$ cat config.mk
export PLATFORM = sky130hd
export DESIGN_NAME = alu_core
export DESIGN_NICKNAME = d
export VERILOG_FILES = /design/src/rtl/alu_core.sv
export SDC_FILE = /design/constraint.sdc
export NUM_CORES = 1
export LEC_CHECK = 0
export ABC_AREA = 1
export CORE_MARGIN = 8
export CORE_UTILIZATION = 51
export DETAILED_ROUTE_END_ITERATION = 10
export GPL_TIMING_DRIVEN = 0
export PLACE_DENSITY = 0.94
export SLEW_MARGIN = 0
export SYNTH_ARGS = -nofsm -noshare
export SYNTH_HDL_FRONTEND = slang
export SYNTH_SLANG_ARGS = --single-unit
export TNS_END_PERCENT = 50
$ cat constraint.sdc
create_clock -name clk -period 1 [get_ports clk]
set_clock_uncertainty 0.15 [all_clocks]
set_input_delay 0.2 -clock clk [delete_from_list [all_inputs] [get_ports clk]]
set_output_delay 0.2 -clock clk [all_outputs]
set_load 0.01 [all_outputs]
$ cat src/rtl/alu_core.sv
// alu_core: registered DATA_W-bit add/subtract ALU with carry (C) and overflow (V) flags.
// Defining ALU_ZN_FLAGS_EN adds registered zero (Z) and negative (N) flag outputs.
module alu_core #(
    parameter int DATA_W = 32
) (
    input  logic              clk,
    input  logic              rst_n,
    input  logic [DATA_W+1:0] alu_srcA_i,
    input  logic [DATA_W+1:0] alu_srcB_i,
    input  logic [1:0]        alu_ctrl_i,
    output logic [DATA_W-1:0] alu_result_o,
    output logic              alu_C_flag_o,
`ifdef ALU_ZN_FLAGS_EN
    output logic              alu_V_flag_o,
    output logic              alu_Z_flag_o,
    output logic              alu_N_flag_o
`else
    output logic              alu_V_flag_o
`endif
);
    logic [DATA_W-1:0] a;
    logic [DATA_W-1:0] bx;
    logic [DATA_W:0]   s;
    logic              v;
    logic              c;
    logic              unused_tags;

    // Subtraction is a + ~b + 1, so cout=1 means no borrow.
    assign a           = alu_srcA_i[DATA_W-1:0];
    assign bx          = alu_ctrl_i[0] ? ~alu_srcB_i[DATA_W-1:0] : alu_srcB_i[DATA_W-1:0];
    assign s           = {1'b0, a} + {1'b0, bx} + {{DATA_W{1'b0}}, alu_ctrl_i[0]};
    assign v           = (a[DATA_W-1] == bx[DATA_W-1]) && (s[DATA_W-1] != a[DATA_W-1]);
    assign c           = s[DATA_W] ^ alu_ctrl_i[1];
    assign unused_tags = ^{alu_srcA_i[DATA_W+1:DATA_W], alu_srcB_i[DATA_W+1:DATA_W]};

    always_ff @(posedge clk or negedge rst_n) begin
        if (!rst_n) begin
            alu_result_o <= '0;
            alu_C_flag_o <= 1'b0;
            alu_V_flag_o <= 1'b0;
`ifdef ALU_ZN_FLAGS_EN
            alu_Z_flag_o <= 1'b0;
            alu_N_flag_o <= 1'b0;
`endif
        end else begin
            alu_result_o <= s[DATA_W-1:0];
            alu_C_flag_o <= c;
            alu_V_flag_o <= v;
`ifdef ALU_ZN_FLAGS_EN
            alu_Z_flag_o <= (s[DATA_W-1:0] == '0);
            alu_N_flag_o <= s[DATA_W-1];
`endif
        end
    end
endmodule

==> impl_metrics.tcl, run 1 <==
set metrics [dict create \
    status "stopped before the end" \
    haltStage "global routing (5_1_grt)" \
    tool.error "[ERROR DPL-0038] Utilization greater than 100%, impossible to legalize" \
    place_congestion 0.962 \
    die_h_um 95.8 \
    worstEndpointGrtRepair "alu_result_o[30]$_DFF_PN0_/D" \
    initial_utilization_pct 52.0 \
    grt_max_degree 35 \
    yosysWarnings 0 \
    worst_path_end_type "register input" \
    cts-htree-levels 2 \
    synthCells 454 \
    ios 106 \
    cts.sinks 34 \
    cts_made_buffers 5 \
    place_area_um2 4420 \
    syn_area_per_cell_um2 7.15 \
    portBuffers 100 \
    synth_cell_type_count 34 \
    die_w_um 95.8 \
    ys_ff_latch 34 \
    cts_root_buf "clkbuf_8" \
    dp_hpwl_um 8740 \
    clk_path_buf_depth 2 \
    netlist_area_um2 3250 \
    ys_seq_area_share_pct 26.2 \
    num_rows 29 \
    syn_nets 558 \
]
[timing repair]
action / in CTS
resized for setup: 380
setup endpoints to repair: 67
endpoints found under the hold margin: 35
buffers inserted: 53
hold buffers: 1
pin swaps: 150
gates cloned: 2
[through the flow]
stage	hold slack (ns)	setup slack, ns	instances	util (%)
floorplan	-0.246	-0.998	454	-
detailed placement	0.162	-1.61	631	70.8
global placement	0.533	-1.56	631	70.9
CTS	-0.159	-0.833	695	89.9
[cells in the mapped netlist (all sizes together)]
library cell,count,area (um^2)
and2,1,6.26
o21bai,5,37.5
clkinv,1,3.75
o21a,5,37.5
xor2,47,419
ha,31,388
nand2,134,543
buf,4,26.3
nand4,3,18.8
a21o,5,37.5
nor4,2,12.5
a31oi,1,6.26
o21ai,17,88.8
dfrtp,34,851
inv,49,184
a21oi,38,201
nand3b,1,7.51
fa,1,20.0
nand3,25,130
nor2,43,181
nor3,5,30.0
xnor2,2,17.5
[logic make-up after synthesis]
kind of cell    count (synthesis)  share of synthesized area (%)
fa+ha+maj                      32                           12.6
xor+xnor                       49                           13.4
flops                          34                           26.2
simple gates                  214                           28.6
compound gates                 71                           12.6
buf+inv                        54                           6.59
==> run 2, diff against run 1 <==
- CORE_UTILIZATION: 51 -> 40
- PLACE_DENSITY: 0.94 -> unset
- PLACE_DENSITY_LB_ADDON: unset -> 0.15
==> run 2 against run 1 <==
Effect of this change:
- the flow now finishes, with violations (negative hold slack, negative setup slack)
- synthesized cell count did not move
- area after synthesis did not move
==> impl_metrics.tcl, run 2 <==
set metrics [dict create \
    status "finished, violations left" \
    failed_checks "negative hold slack, negative setup slack" \
    total_leakage_power_nw 3.04 \
    via_per_inst 5.58 \
    seq_area_um2 851 \
    portBuffers 100 \
    yosysWarnings 0 \
    antenna_found_initial 0 \
    finalPower_w 0.00950 \
    reg.largest.list "alu_result_o x32, alu_C_flag_o x1, alu_V_flag_o x1" \
    hold_ws_ns -0.157 \
    worst_slack_ns -0.986 \
    final_cells 758 \
    vias 4227 \
    synth_top_area_cell "dfrtp_1" \
    drt-total-wl_um 16000 \
    num-fill-cells 449 \
    pwr-share-clk_pct 17.5 \
    fin_crit_sh_pct 199 \
    layout_common_cells "buf_4 (78), nand2_1 (66), nand2_2 (44)" \
    setup_viol 67 \
    hold_path.class "primary input to asynchronous set/reset pin" \
    synth_top_area_share_pct 26.2 \
    drt_iter0_markers 342 \
    grt_overflow 0 \
    synth_commonest_cells "nand2_1 (120), inv_1 (47), xor2_1 (46)" \
    ys_seq_area_share_pct 26.2 \
    synth_ff_type "dfrtp_1" \
    cp.arrival_ns 2.02 \
    largest_reg_flops 32 \
    startpoint "alu_ctrl_i[0]" \
    initial_utilization_pct 40.3 \
    synth.most_common_cell "nand2_1" \
    syn2layout_area_growth_pct 106 \
    synth_area_leaders "dfrtp_1 (26%), nand2_1 (14%), xor2_1 (12%)" \
    place_inst 659 \
    max_slew_margin_pct 44.0 \
    cts.clk_slew.worst_paths_ns 0.09 \
    wl_per_cell_um 21.1 \
    cts.sinks 34 \
    fin_crit_ns 1.99 \
    place_congestion 0.996 \
    clk_path_buf_depth 2 \
    crit_chain "buf_16 > buf_12 > xor2_2 > ha_4 > nand2_2 > o21ai_4 > nand2_2 > nand2_4 > a21o_1 > nand2_1 > nand4_1 > nand2_2" \
    synth_cell_type_count 34 \
    synth_edf_count 0 \
    die_area_um2 11300 \
    cts_hold_buf 1 \
    power.internal_w 0.00558 \
    power.switching_w 0.00393 \
    syn_area_per_cell_um2 7.15 \
    crit_path_end_kind "flip-flop" \
    ant_nets 0 \
    maxSlewViolCount 0 \
    diodes 0 \
    cp.required_ns 1.03 \
    syn_nets 558 \
    first_pass_iters 5 \
    crit_slowest_cell "ha_4" \
    cts_root_buf "clkbuf_8" \
    ios 106 \
    ir_drop_uv 945 \
    netlist_area_um2 3250 \
    worstSetupPathType "primary input to flip-flop" \
    tightest_slew_ns 0.840 \
    synth-async-reset-ratio_pct 100 \
    dp_hpwl_um 8620 \
    cts-htree-levels 2 \
    pwr-share-seq_pct 20.2 \
    remaining_drc_errors 0 \
    max_freq_mhz 503 \
    die_h_um 106 \
    synthCells 454 \
    slowest_delay_ns 0.31 \
    track_usage_pct 23.1 \
    multiInputGateArea_um2 3670 \
    regMostFlops "alu_result_o" \
    p_comb_share_pct 62.3 \
    die_w_um 106 \
    max_cap_violations 0 \
    nets 756 \
    worst_setup_path_start_kind "primary input" \
    finalHoldViolations 34 \
    p_per_area_nw_per_um2 1420 \
    crit_top_cell "nand2_2" \
    grt_pass1_wl_um 21000 \
    num_rows 33 \
    ys_ff_latch 34 \
    cts_tree "done" \
    postLayoutCoreUtil_pct 83.2 \
    rsz0062_at_grt "yes" \
    final_common_cell "buf_4" \
    crit_fanout 7 \
    grt_pass1_vias 4217 \
    swShare_pct 41.3 \
    cts_made_buffers 5 \
    grt_max_degree 35 \
    layout-drive-gt1-share_pct 58.0 \
    core_area_um2 8050 \
]
[run 2: cell counts after synthesis]
Identical to the previous run, type by type.
[run 2: metrics by stage]
| stage | TNS (ns) | instance area [um^2] | worst slack (ns) |
|---|---|---|---|
| finish | -31.46 | 6700 | -0.986 |
| global route | -33.71 | 6700 | -1.04 |
| CTS | -28.59 | 5800 | -0.890 |
| detailed placement | -53.21 | 4450 | -1.65 |
| global placement | -93.09 | 4460 | -1.63 |
| floorplan | -28.13 | 3330 | -0.998 |
[run 2: repair_timing]
item	CTS	global route
gates resized for setup	372	144
setup endpoints to repair	67	68
gates cloned	2	0
endpoints found under the hold margin	35	34
buffers inserted	70	18
pin swaps	120	74
[run 2: area by class of cell]
cell class	instances	share of cell area, %
Inverter	50	2.86
Clock inverter	2	0.896
Buffer	4	1.31
Timing Repair Buffer	191	24.4
Tap cell	105	1.96
Sequential cell	34	12.7
Multi-Input combinational cell	366	54.7
Clock buffer	6	1.23
[run 2: how the worst max path moves through the flow]
stage / endpoint / slack (ns) / depth (start not counted)
after floorplan: alu_result_o[31]$_DFF_PN0_ / -1.0 / 15
final: alu_result_o[26]$_DFF_PN0_ / -0.99 / 12
after CTS: alu_V_flag_o$_DFF_PN0_ / -0.89 / 15
after global routing: alu_result_o[26]$_DFF_PN0_ / -1.04 / 12
after detailed placement: alu_result_o[30]$_DFF_PN0_ / -1.65 / 14
after global placement: alu_result_o[30]$_DFF_PN0_ / -1.63 / 14
[run 2: cell families after synthesis]
logic type	share of synthesized area [%]
and+or+nand+nor	28.6
AOI/OAI and AO/OA	12.6
adders and majority gates	12.6
buffers and inverters	6.59
DFF	26.2
xor gates and xnor gates	13.4
[run 2: layer usage]
layer | routed length [um] | vias up | global-route usage [%]
met1 | 5860 | 2065 | 27.7
met4 | 619 | 0 | 6.33
met2 | 8240 | 253 | 41.0
li1 | - | 1845 | -
met5 | 0 | - | 0
met3 | 1260 | 64 | 4.66
[run 2: worst max-delay path: cells and delay by family]
family	cells	cell delay [ns]
xor gates and xnor gates	1	0.16
buffers and inverters	2	0.30
and+or+nand+nor	6	0.63
adders and majority gates	1	0.31
AOI/OAI and AO/OA	2	0.42
[run 2: power groups by stage]
stage	sequential, W	combinational, W	clock (W)
CTS	0.00188	0.00459	0.00164
finish	0.00192	0.00592	0.00166
floorplan	0.00212	0.00175	0
detailed placement	0.00190	0.00359	0
global placement	0.00190	0.00359	0
global route	0.00194	0.00623	0.00171
Power figures use the tool's default switching activity.
